[src/rtl/ahb_lite_pkg.sv]
// Shared constants and types for the two-client AHB-Lite arbiter.
package ahb_lite_pkg;

    localparam int unsigned HTRANS_W    = 2;
    localparam int unsigned NUM_CLIENTS = 2;

    localparam logic [HTRANS_W-1:0] HTRANS_IDLE   = 2'b00;
    localparam logic [HTRANS_W-1:0] HTRANS_NONSEQ = 2'b10;

    // Index of the client that owns a bus phase slot.
    typedef logic owner_t;

endpackage

[src/rtl/ahb_rr_pick.sv]
// Combinational two-way round-robin pick: the client other than lp wins a tie.
module ahb_rr_pick
    import ahb_lite_pkg::*;
(
    input  logic [NUM_CLIENTS-1:0] eligible,
    input  owner_t                 lp,
    output logic                   grant_valid,
    output owner_t                 grant_idx
);

    // Single eligible client wins outright; on a tie the one not granted last wins.
    always_comb begin
        grant_valid = |eligible;
        grant_idx   = 1'b0;
        case (eligible)
            2'b10:   grant_idx = 1'b1;
            2'b11:   grant_idx = ~lp;
            default: grant_idx = 1'b0;
        endcase
    end

endmodule

[src/rtl/ahb_lite_arbiter.sv]
// Shares one AHB-Lite master port between two REQ/ACK clients, pipelining
// one client's address phase over the other's data phase.
module ahb_lite_arbiter
    import ahb_lite_pkg::*;
#(
    parameter int unsigned ADDR_W = 32,
    parameter int unsigned DATA_W = 32
) (
    input  logic                HCLK,
    input  logic                HRESET,
    input  logic                M0_REQ,
    input  logic                M0_WRITE,
    input  logic [ADDR_W-1:0]   M0_ADDR,
    input  logic [DATA_W-1:0]   M0_WDATA,
    output logic                M0_ACK,
    output logic [DATA_W-1:0]   M0_RDATA,
    input  logic                M1_REQ,
    input  logic                M1_WRITE,
    input  logic [ADDR_W-1:0]   M1_ADDR,
    input  logic [DATA_W-1:0]   M1_WDATA,
    output logic                M1_ACK,
    output logic [DATA_W-1:0]   M1_RDATA,
    output logic [ADDR_W-1:0]   HADDR,
    output logic                HWRITE,
    output logic [HTRANS_W-1:0] HTRANS,
    output logic [DATA_W-1:0]   HWDATA,
    input  logic                HREADY,
    input  logic [DATA_W-1:0]   HRDATA
);

    logic                   aph_valid;
    owner_t                 aph_owner;
    logic [ADDR_W-1:0]      aph_addr;
    logic                   aph_write;
    logic [DATA_W-1:0]      aph_wdata;
    logic [HTRANS_W-1:0]    htrans_q;

    logic                   dph_valid;
    owner_t                 dph_owner;
    logic                   dph_write;
    logic [DATA_W-1:0]      dph_wdata;

    owner_t                 lp;
    logic [NUM_CLIENTS-1:0] ack_q;
    logic [DATA_W-1:0]      rdata_q [NUM_CLIENTS];

    logic [NUM_CLIENTS-1:0] eligible;
    logic                   grant_valid;
    owner_t                 grant_idx;
    logic [ADDR_W-1:0]      sel_addr;
    logic                   sel_write;
    logic [DATA_W-1:0]      sel_wdata;

    // A client may be granted only with no transfer in flight and outside its ACK cycle.
    always_comb begin
        eligible[0] = M0_REQ && !(aph_valid && aph_owner == 1'b0)
                             && !(dph_valid && dph_owner == 1'b0) && !ack_q[0];
        eligible[1] = M1_REQ && !(aph_valid && aph_owner == 1'b1)
                             && !(dph_valid && dph_owner == 1'b1) && !ack_q[1];
    end

    ahb_rr_pick u_pick (
        .eligible    (eligible),
        .lp          (lp),
        .grant_valid (grant_valid),
        .grant_idx   (grant_idx)
    );

    // Request fields of the grant winner.
    always_comb begin
        sel_addr  = grant_idx ? M1_ADDR  : M0_ADDR;
        sel_write = grant_idx ? M1_WRITE : M0_WRITE;
        sel_wdata = grant_idx ? M1_WDATA : M0_WDATA;
    end

    // Pipeline advance on HREADY: retire data phase, shift address phase, load new grant.
    always_ff @(posedge HCLK) begin
        if (HRESET) begin
            aph_valid  <= 1'b0;
            aph_owner  <= 1'b0;
            aph_addr   <= '0;
            aph_write  <= 1'b0;
            aph_wdata  <= '0;
            htrans_q   <= HTRANS_IDLE;
            dph_valid  <= 1'b0;
            dph_owner  <= 1'b0;
            dph_write  <= 1'b0;
            dph_wdata  <= '0;
            lp         <= 1'b1;
            ack_q      <= '0;
            rdata_q[0] <= '0;
            rdata_q[1] <= '0;
        end else if (HREADY) begin
            ack_q <= '0;
            if (dph_valid) begin
                ack_q[dph_owner] <= 1'b1;
                if (!dph_write) begin
                    rdata_q[dph_owner] <= HRDATA;
                end
            end
            dph_valid <= aph_valid;
            dph_owner <= aph_owner;
            dph_write <= aph_write;
            dph_wdata <= aph_wdata;
            aph_valid <= grant_valid;
            htrans_q  <= grant_valid ? HTRANS_NONSEQ : HTRANS_IDLE;
            if (grant_valid) begin
                aph_owner <= grant_idx;
                aph_addr  <= sel_addr;
                aph_write <= sel_write;
                aph_wdata <= sel_wdata;
                lp        <= grant_idx;
            end
        end else begin
            ack_q <= '0;
        end
    end

    assign HADDR    = aph_addr;
    assign HWRITE   = aph_write;
    assign HTRANS   = htrans_q;
    assign HWDATA   = dph_wdata;
    assign M0_ACK   = ack_q[0];
    assign M1_ACK   = ack_q[1];
    assign M0_RDATA = rdata_q[0];
    assign M1_RDATA = rdata_q[1];

endmodule

[config.mk]
export PLATFORM = sky130hd
export DESIGN_NAME = ahb_lite_arbiter
export DESIGN_NICKNAME = d
export VERILOG_FILES = /design/src/rtl/ahb_lite_pkg.sv /design/src/rtl/ahb_rr_pick.sv /design/src/rtl/ahb_lite_arbiter.sv
export SDC_FILE = /design/constraint.sdc
export NUM_CORES = 1
export LEC_CHECK = 0
export CAP_MARGIN = 40
export CORE_ASPECT_RATIO = 1.1
export CORE_MARGIN = 4
export CORE_UTILIZATION = 30
export CTS_BUF_LIST = sky130_fd_sc_hd__clkbuf_16
export DETAILED_ROUTE_END_ITERATION = 12
export PLACE_DENSITY = 0.63
export SLEW_MARGIN = 5
export SYNTH_ARGS = -nofsm -noshare
export SYNTH_HDL_FRONTEND = slang
export SYNTH_SLANG_ARGS = --single-unit
[constraint.sdc]
create_clock -name HCLK -period 1.9 [get_ports HCLK]
set_clock_uncertainty 0.05 [all_clocks]
set_input_delay 0.475 -clock HCLK [delete_from_list [all_inputs] [get_ports HCLK]]
set_output_delay 0.475 -clock HCLK [all_outputs]
set_load 0.05 [all_outputs]
==> flow_summary_export.csv <==
group,metric,value,unit
hold_path,hold_path.class,"in2reg",
setup_path,critPathMaxStageDelay,0.46,ns
finish,finalNonFillerCells,1266,
clock_network,clk_latency,0.42,ns
timing,slew_headroom,0.610,
setup_path,path_max_fanout,43,
clock_network,cts_buffer_depth,2,
clock_network,h-tree-depth,4,
pwr,worst_ir_drop_vdd,0.564,mV
timing,hold_violations,0,
setup_path,start_kind,"primary input",
synth,synth_adder_area_share,0,
finish,nNetsFinal,1115,
timing,slew_viol_final,0,
grt,grt_pass1_vias,6205,
clock_network,clk_pin_slew,0.07,ns
drt,drc,0,
place,gp_congestion,0.740,
drt,viasPerCell,4.93,
synth,async_flop_share,0,
synth,synth_top_cells_by_area,"dfxtp_1, edfxtp_1, a311oi_2",
synth,synth_edf_count,64,
floorplan,start_util,0.307,
synth,synth_top_area_frac,0.287,
drt,vias,6243,
setup_path,cp_slowest_cell,"clkdlybuf4s50_1",
synth,synthDistinctLibCells,33,
clock_network,hold_buffers,0,
floorplan,die_width,157,um
timing,fmax,0.568,GHz
place,dpl.cell_count,1234,
finish,drive_gt1_frac,0.278,
synth,synth_top_family_by_area,"simple AND/OR/NAND/NOR gates",
timing,setup_violations,0,
timing,hold_ws,0.343,ns
timing,setup-tns-final,0,ns
grt,grt_use_total,0.168,
synth,synthSimpleGateAreaFrac,0.184,
synth,synth_compound_area_frac,0.167,
outcome,status,"finished clean",
grt,grt_overflow_total,0,
timing,grt_setup_unrepaired,"no",
floorplan,die_y,172,um
finish,final_util,0.467,
timing,fin_crit_sh,0.927,
setup_path,worstPathCellList,"clkdlybuf4s50_1 > nor2b_4 > and3_2 > buf_12 > nand3_1 > a311oi_2",
pwr,powerDensity,895,mW/mm^2
synth,syn-num-nets,835,
setup_path,worst_ep_required_time,2.19,ns
synth,synth.avg_cell_area,10.9,sq um
synth,synth.largest_area_cell,"dfxtp_1",
drt,drt_iter0_drc,305,
drt,wl_per_cell,18.7,um
drt,wl,23.7,mm
synth,ys_seq_area_frac,0.550,
synth,synth.area.mux_share,0.0479,
finish,antenna_cells,0,
synth,synthCells,668,
floorplan,rows,59,
clock_network,cts-root-buf,"clkbuf_16",
setup_path,r2r_cells,5,
synth,synthTopCellsByCount,"dfxtp_1, nor3_1, nand3_1",
job,maxCapViolCount,0,
synth,synth_xor_area_frac,0,
grt,grt_antenna_before_repair,1,
floorplan,core-area,0.0238,sq mm
clock_network,cts_tree,"yes",
setup_path,crit_type,"in2reg",
setup_path,end_kind,"register",
drt,drtAntennaViolNets,0,
hold_path,hold_path_depth,3,
clock_network,cts_num_sinks,169,
place,hpwl,16.6,mm
synth,ys_ff_latch,169,
timing,worst_pin_slew,0.584,ns
synth,dominantRegCellSynth,"dfxtp_1",
synth,netlist_area,0.00731,sq mm
grt,grt_max_degree,63,
place,portBuffers,298,
drt,dr.pass1.iters,4,
finish,area_delta_synth_final,52.2,%
grt,grt_first_pass_wirelength,35.2,mm
setup_path,arrival,2.05,ns
timing,fin_crit,1.76,ns
synth,synth_most_common_cell,"dfxtp_1",
floorplan,ios,300,
floorplan,die-area,0.0269,sq mm
pwr,finalPower,0.00996,W
clock_network,cts_buffers,17,
synth,yosysWarnings,0,
pwr,power_leakage,4.31,nW
## final timing paths
kind,startpoint,end,slack [ns]
max,M1_REQ,HADDR[3],0.14
min,HRESET,dph_owner,0.34
max reg2reg,dph_owner,aph_wdata[28],0.27
min reg2reg,HWDATA[3],HWDATA[3],0.45
## kinds of logic (layout without fill, tap and decap cells)
logic type             Yosys count  after routing
AOI/OAI and AO/OA              132            132
buffers and inverters           76            369
and+or+nand+nor                255            255
muxes                           35             35
DFF                            169            169
other                            1              1
## through the flow
stage	worst slack, ns	area (sq um)
finish	0.139	11100
global route	0.0444	11100
CTS	0.0534	11100
detailed placement	-0.391	10500
global placement	-0.395	10500
floorplan	-0.0408	7320
## placed cells by master, fill, tap and decap left out, types with 3 or more instances in the layout
cell type          n
dfxtp_1          105
clkbuf_16         17
a311oi_1          15
or2_4              3
and2_1            64
nor2_1            38
edfxtp_1          64
inv_8              5
mux2i_1           35
nor3_1            66
buf_4            153
o21ai_0           63
a311oi_2          50
nand3_1           66
buf_12            18
inv_6              3
clkdlybuf4s50_1  164
and4_4             3
## power breakdown
part / internal (W) / total, W / leakage (nW) / switching, W
registers: 0.00399 / 0.00411 / 1.53 / 0.000122
logic: 0.000953 / 0.00231 / 2.49 / 0.00135
clock network: 0.00189 / 0.00354 / 0.294 / 0.00165
total: 0.00683 / 0.00996 / 4.31 / 0.00313
## per-layer routing
metal,part of all wire,wire (um),global-route usage,up-vias
met5,0.00055,13,0,-
met4,0.0089,212,0.0389,2
met3,0.089,2120,0.0518,16
met2,0.48,11500,0.284,246
met1,0.42,9860,0.212,2946
li1,-,-,-,3033
## worst max-delay path: cells and delay by family
kind                   cells  cell delay, ns
and+or+nand+nor            3            0.57
buffers and inverters      2            0.69
AOI/OAI and AO/OA          1            0.28
## repair_timing
| item | CTS | global route |
|---|---|---|
| endpoints found under the setup margin | 0 | 62 |
| buffers inserted | 0 | 0 |
| gates resized for setup | 0 | 6 |
## area by class of cell
type,instances,area (sq um)
clock buffer,17,425
timing repair buffer,336,3160
inverter,1,3.75
sequential,169,4020
fill,2257,12700
multi-input combinational,423,2960
clock inverter,15,175
tap,305,382
## sequential cells by signal, summed over array words and instances, names as in the netlist
register,count
ack_q,2
HTRANS,1
dph_valid,1
HWRITE,1
lp,1
aph_owner,1
HWDATA,32
dph_owner,1
HADDR,32
dph_write,1
rdata_q,64
aph_wdata,32
No activity file was read; power rests on OpenSTA's default activity.
